`config.mk`:
```
export PLATFORM = sky130hd
export DESIGN_NAME = wb_commit_trace
export DESIGN_NICKNAME = d
export VERILOG_FILES = /design/src/rtl/wb_pkg.sv /design/src/rtl/wb_trace_fifo.sv /design/src/rtl/wb_commit_trace.sv
export SDC_FILE = /design/constraint.sdc
export NUM_CORES = 1
export LEC_CHECK = 0
export BUFFER_PORTS_ARGS = -buffer_cell sky130_fd_sc_hd__buf_2
export CAP_MARGIN = 30
export CELL_PAD_IN_SITES_DETAIL_PLACEMENT = 0
export CELL_PAD_IN_SITES_GLOBAL_PLACEMENT = 1
export CORE_AREA = 2 2 103 145
export CTS_CLUSTER_DIAMETER = 60
export CTS_CLUSTER_SIZE = 16
export DETAILED_ROUTE_END_ITERATION = 8
export DIE_AREA = 0 0 105 147
export PLACE_DENSITY = 0.82
export RECOVER_POWER = 50
export SKIP_CTS_REPAIR_TIMING = 1
export SLEW_MARGIN = 20
export SYNTH_ARGS = -nofsm -noshare
export SYNTH_HDL_FRONTEND = slang
export SYNTH_HIERARCHICAL = 1
export SYNTH_SLANG_ARGS = --single-unit
```
`constraint.sdc`:
```
create_clock -name clk -period 2.1 [get_ports clk]
set_clock_uncertainty 0.05 [all_clocks]
set_input_delay 0.315 -clock clk [delete_from_list [all_inputs] [get_ports clk]]
set_output_delay 0.315 -clock clk [all_outputs]
set_load 0.02 [all_outputs]
```
`src/rtl/wb_pkg.sv`:
```
// wb_pkg: commit trace record type shared by the writeback trace block and its FIFO.
package wb_pkg;
  localparam logic [3:0] TRACE_WEN_ALL = 4'hF;
  typedef struct packed {
    logic [31:0] pc;
    logic [3:0]  wen;
    logic [4:0]  wnum;
    logic [31:0] wdata;
  } trace_rec_t;
endpackage

```
`src/rtl/wb_trace_fifo.sv`:
```
// wb_trace_fifo: circular FIFO of trace records; pointers carry a wrap bit to tell full from empty.
module wb_trace_fifo
  import wb_pkg::*;
#(
  parameter int DEPTH = 8
) (
  input  logic       clk,
  input  logic       resetn,
  input  logic       push,
  input  logic       pop,
  input  trace_rec_t din,
  output trace_rec_t dout,
  output logic       full,
  output logic       empty
);
  localparam int AW = $clog2(DEPTH);
  trace_rec_t mem [DEPTH];
  logic [AW:0] wr_ptr, rd_ptr;
  assign full  = (wr_ptr ^ rd_ptr) == {1'b1, {AW{1'b0}}};
  assign empty = wr_ptr == rd_ptr;
  assign dout  = mem[rd_ptr[AW-1:0]];
  always_ff @(posedge clk or negedge resetn)
    if (!resetn) begin
      wr_ptr <= '0;
      rd_ptr <= '0;
    end else begin
      if (push) wr_ptr <= wr_ptr + (AW+1)'(1);
      if (pop) rd_ptr <= rd_ptr + (AW+1)'(1);
    end
  always_ff @(posedge clk)
    if (push) mem[wr_ptr[AW-1:0]] <= din;
endmodule

```
`src/rtl/wb_commit_trace.sv`:
```
// wb_commit_trace: W-stage regfile write, buffered commit trace and retired counter.
// Define WB_TRACE_FIFO_EN for a DEPTH-entry trace FIFO; otherwise a single output register.
module wb_commit_trace
  import wb_pkg::*;
#(
  parameter int DEPTH = 8,
  parameter int CNT_W = 32
) (
  input  logic             clk,
  input  logic             resetn,
  input  logic             commit_validW,
  input  logic [31:0]      pcW,
  input  logic             regwriteW,
  input  logic [4:0]       writeregW,
  input  logic [31:0]      resultW,
  input  logic             flush_exceptionW,
  output logic             rf_we,
  output logic [4:0]       rf_waddr,
  output logic [31:0]      rf_wdata,
  output logic             wb_stall_req,
  output logic             trace_valid,
  input  logic             trace_ready,
  output logic [31:0]      trace_pc,
  output logic [3:0]       trace_wen,
  output logic [4:0]       trace_wnum,
  output logic [31:0]      trace_wdata,
  output logic [CNT_W-1:0] retired_cnt
);
  if (DEPTH < 2 || (DEPTH & (DEPTH - 1)) != 0) begin : g_bad_depth
    $error("wb_commit_trace: DEPTH must be a power of two >= 2");
  end
  logic       live, accept, pop, full, wen_ok;
  trace_rec_t rec_in, head, rec_out;
  // Holding reset also blocks regfile writes from a stale W stage.
  assign live         = commit_validW & ~flush_exceptionW & resetn;
  assign wen_ok       = regwriteW & (writeregW != 5'd0);
  assign pop          = trace_valid & trace_ready;
  assign wb_stall_req = live & full & ~trace_ready;
  assign accept       = live & ~wb_stall_req;
  assign rf_we        = accept & wen_ok;
  assign rf_waddr     = writeregW;
  assign rf_wdata     = resultW;
  assign rec_in       = '{pc: pcW, wen: wen_ok ? TRACE_WEN_ALL : 4'h0,
                          wnum: wen_ok ? writeregW : 5'd0, wdata: wen_ok ? resultW : 32'd0};
`ifdef WB_TRACE_FIFO_EN
  logic empty;
  wb_trace_fifo #(.DEPTH(DEPTH)) u_fifo (
    .clk(clk), .resetn(resetn), .push(accept), .pop(pop),
    .din(rec_in), .dout(head), .full(full), .empty(empty)
  );
  assign trace_valid = ~empty;
`else
  always_ff @(posedge clk or negedge resetn)
    if (!resetn) begin
      trace_valid <= 1'b0;
      head        <= '0;
    end else if (accept) begin
      trace_valid <= 1'b1;
      head        <= rec_in;
    end else if (pop) begin
      trace_valid <= 1'b0;
    end
  assign full = trace_valid;
`endif
  // Stale storage is masked so an empty buffer always presents zeros.
  assign rec_out     = trace_valid ? head : '0;
  assign trace_pc    = rec_out.pc;
  assign trace_wen   = rec_out.wen;
  assign trace_wnum  = rec_out.wnum;
  assign trace_wdata = rec_out.wdata;
  always_ff @(posedge clk or negedge resetn)
    if (!resetn) retired_cnt <= '0;
    else if (accept) retired_cnt <= retired_cnt + CNT_W'(1);
endmodule
```
**After elaboration in Yosys (flattened, before gate mapping)**

Index checks and enable logic that the tools add are counted.
Widths: inputs -> output; s select.

- $add $sub $neg: 1
- Multiplexer cells: 6
- Bitwise gates (word level): 11
- Reductions and logical operators: 2

Operator list:

| kind | count |
|---|---|
| $mux 73 | 1 |
| $add 32x1->32 const B | 1 |
| $mux 32 | 1 |
| $and 1x1->1 | 8 |
| $mux 5 | 1 |
| $reduce_bool 5->1 | 1 |
| $mux 4 | 1 |
| $not 1->1 | 3 |
| $mux 1 | 2 |
| $reduce_bool 2->1 | 1 |

- Register bits: 106
- Input bits: 75
- Output and inout port bits: 145
- Word-level logic and storage cells: 26

**Logic depth before layout (Yosys ltp)**

- Word-level depth: 8
- Depth in mapped cells: 7
- Mapped depth without buffers: 5

**Least setup slack after synthesis**

Ideal clock, no wire load.

- Path type: reg-to-output
- Start point: reg trace_valid
- End point: out rf_we
- Arrival: 1.483 ns
- Required time: 1.735 ns
- Setup slack: 0.252 ns
- Cell stages (with the launch flop): 7
- Buffers on the path: 3
- Path through: dfrtp_1 -> buf_6 -> nor2b_2 -> nor2_1 -> o311a_1 -> buf_2 -> buf_2

- Longest elaborated chain between the ends: 5

RTL lines:

| item | RTL line | source |
|---|---|---|
| start, declared | wb_commit_trace.sv:21 | `output logic trace_valid,` |
| start signal, assigned | wb_commit_trace.sv:55 | `trace_valid <= 1'b0;` |
| start signal, assigned | wb_commit_trace.sv:58 | `trace_valid <= 1'b1;` |
| start signal, assigned | wb_commit_trace.sv:61 | `trace_valid <= 1'b0;` |
| $and 1x1->1 (2 in series) | wb_commit_trace.sv:38 | `assign wb_stall_req = live & full & ~trace_ready;` |
| $not 1->1 | wb_commit_trace.sv:39 | `assign accept = live & ~wb_stall_req;` |
| $and 1x1->1 | wb_commit_trace.sv:39 |  |
| $and 1x1->1 | wb_commit_trace.sv:40 | `assign rf_we = accept & wen_ok;` |
| end, declared | wb_commit_trace.sv:17 | `output logic rf_we,` |

No other way between the ends.

**Worst setup path after layout**

- Start point: reg trace_valid
- End point: out trace_wen[3]

- Longest elaborated chain between the ends: 1

RTL lines:

| item | RTL line | source |
|---|---|---|
| $mux 73 | wb_commit_trace.sv:66 | `assign rec_out = trace_valid ? head : '0;` |
| end, declared | wb_commit_trace.sv:24 | `output logic [3:0] trace_wen,` |

No other way between the ends.

==> results.tsv <==
metric	value	unit
status	finished, final reports clean	
clk buf depth	2	
share of layout cells above drive strength 1	28.1	%
clk_lat worst skew	0.34	ns
crit path time final	1.94	ns
htree depth	3	
Hold Path Origin	pcW[15]	
final core occ	43.0	%
register area share after synthesis	52.7	%
Routed Antenna Nets	0	
combinational share of power	18.3	%
CTS sink cnt	103	
crit-path leading delay family	buffers and inverters	
First-pass DRT Iterations	4	
unrepaired setup endpoints after global routing	no	
I/O pins	220	
sw power	1.49	mW
Worst IR Drop VDD	0.000361	V
Max transition margin	7.92	%
DP Worst Slack	0.323	ns
Hold Path Stages	3	
Mapped Cells	490	
Cell Rows	52	
Hold Vio Cnt, Final	0	
crit share post-route	92.4	%
Worst-path clk slew	0.07	ns
Starting Density	34.5	%
Avg Vias per Cell	4.76	
core area	14200	µm²
setup violators final	0	
Setup TNS	0	ns
die height	147	µm
Req. time, crit path	1.74	ns
Root Buffer	clkbuf_16	
Synth warnings	6	
CP startpoint kind	flop	
number of global-route vias before repair	3924	
number of synthesized register bits	103	
Distinct cells, synth	30	
CTS buffer count	9	
leftover overflow at the end of global routing	0	
CP startpoint	trace_valid	
Slew @ Worst Pin	1.38	ns
GPL Wtd Cong	0.724	
NumNets Final	740	
first-pass GRT wire length	20.0	mm
total track usage	16.3	%
worst path cell trace	buf_4, and2_1, buf_2	
Hold Path Class	in2reg	
Avg Inst Size Synth	9.97	µm²
synthesized cell area	4890	µm²
Die ar.	15400	µm²
initial antenna violation count	0	
Slowest-stage cell, CP	dfrtp_2	
Die Wd	105	µm
MaxCap Viol Count	0	
fmax	515	MHz
slowest stage delay, CP	0.38	ns
1st-iter DRT viols	152	
drt wl/cell	14.7	µm
largest net degree at the start of global routing	104	
Max Fanout on Critical Path	54	
most common cell after layout, fill and taps aside	buf_2	
DP HPWL	9.08	mm
IO buf count	219	
Synth Net Count	566	
diode count	0	
area grow syn2layout	24.8	%
Net Sw Frac	30.1	%
Clk pwr share	32.9	%
commonest non-fill, non-tap cells in the layout	buf_2, nand2_1, dfrtp_1	
Async SR Flop Fraction	100	%
TritonCTS clock tree	done	
PnR worst setup slack	0.160	ns
WP depth	3	
Worst R2R Setup Slack	0.33	ns
crit path DAT	1.58	ns
final slew viol count	0	
sequential share of power	48.8	%
Crit Path Class	reg2out	
Post-synth top flop	dfrtp_1	
pwr dens	812	nW/µm²
Reg2Reg Depth	4	
Int Pwr	3.46	mW
endpoint class of the critical path	output port	
routed wire length	12.6	mm
Post-synth EDFFs	0	
via count	4082	
Crit path buffers/inverters	2	
DR DRC count	0	
Lkg Pwr	3.18	nW
Reg2Reg Launch Point	trace_valid	
worst reg2reg max path, stage by stage, from the launching register on:
cell and delay [ns]:
dfrtp_2 0.42, nand2b_1 0.14, nand2b_2 0.09, clkbuf_2 0.51, a22o_1 0.44
Yosys cell counts (all sizes together), types with 2 or more instances:
cell type / number / area share [%]
nand2b: 2 / 0.26
nor3: 4 / 0.51
inv: 3 / 0.23
dfrtp: 103 / 53
nand3: 18 / 1.8
nand2: 119 / 9.1
a22o: 32 / 5.7
buf: 50 / 7.4
nor4: 3 / 1.0
nand4: 16 / 2.0
nor2: 7 / 0.54
and2: 71 / 9.1
and4: 2 / 0.36
clkbuf: 16 / 1.2
or4: 2 / 0.31
xnor2: 30 / 5.4
and3: 4 / 0.51
state kept, by name, indices dropped and copies added (netlist names):
register / cells
head: 70
retired_cnt: 32
trace_valid: 1
worst paths after layout:
kind | end
min | head[56]
max in group asynchronous | trace_valid
max reg2reg | head[28]
min in group asynchronous | head[55]
min reg2reg | head[35]
max | trace_wen[3]
power groups by stage:
stage               Combinational, mW  Clock (mW)  Sequential [mW]
floorplan                       0.571           0             2.46
CTS                             0.946        1.69             2.41
finish                          0.907        1.63             2.41
global route                     1.01        1.77             2.45
global placement                0.920           0             2.44
detailed placement              0.945           0             2.44
through the flow:
stage | std cells | total power [mW] | cell area (µm²) | hold WS, ns
floorplan | 490 | 3.03 | 4890 | -0.0306
global placement | 842 | 3.36 | 5910 | 0.396
detailed placement | 842 | 3.39 | 5910 | 0.403
CTS | 858 | 5.05 | 6200 | 0.0662
global route | 858 | 5.23 | 6100 | 0.0974
finish | 858 | 4.95 | 6100 | 0.108
layer usage:
metal | track usage (%) | share of wire [%]
met2 | 27.7 | 50
met4 | 7.00 | 1.7
met1 | 20.2 | 42
met3 | 3.06 | 5.9
met5 | 0 | 0
kinds of logic (layout without fill, tap and decap cells):
kind of cell / Yosys count / after routing / synth area share, %
buffers and inverters: 69 / 248 / 8.86
flip-flops: 103 / 103 / 52.7
adder cells (fa/ha/maj): 1 / 1 / 0.256
AO/OA/AOI/OAI: 34 / 34 / 6.09
AND/OR/NAND/NOR: 252 / 252 / 26.5
XOR/XNOR: 31 / 31 / 5.56
layout make-up:
| class | count | area [µm²] |
|---|---|---|
| clock buffers | 11 | 253 |
| clock inverters | 5 | 38.8 |
| fillers | 1502 | 8090 |
| inverters | 3 | 11.3 |
| multi-input cells | 318 | 1880 |
| flip-flops and latches | 103 | 2580 |
| well taps | 189 | 236 |
| repair buffers | 229 | 1100 |
Power figures use the tool's default switching activity.
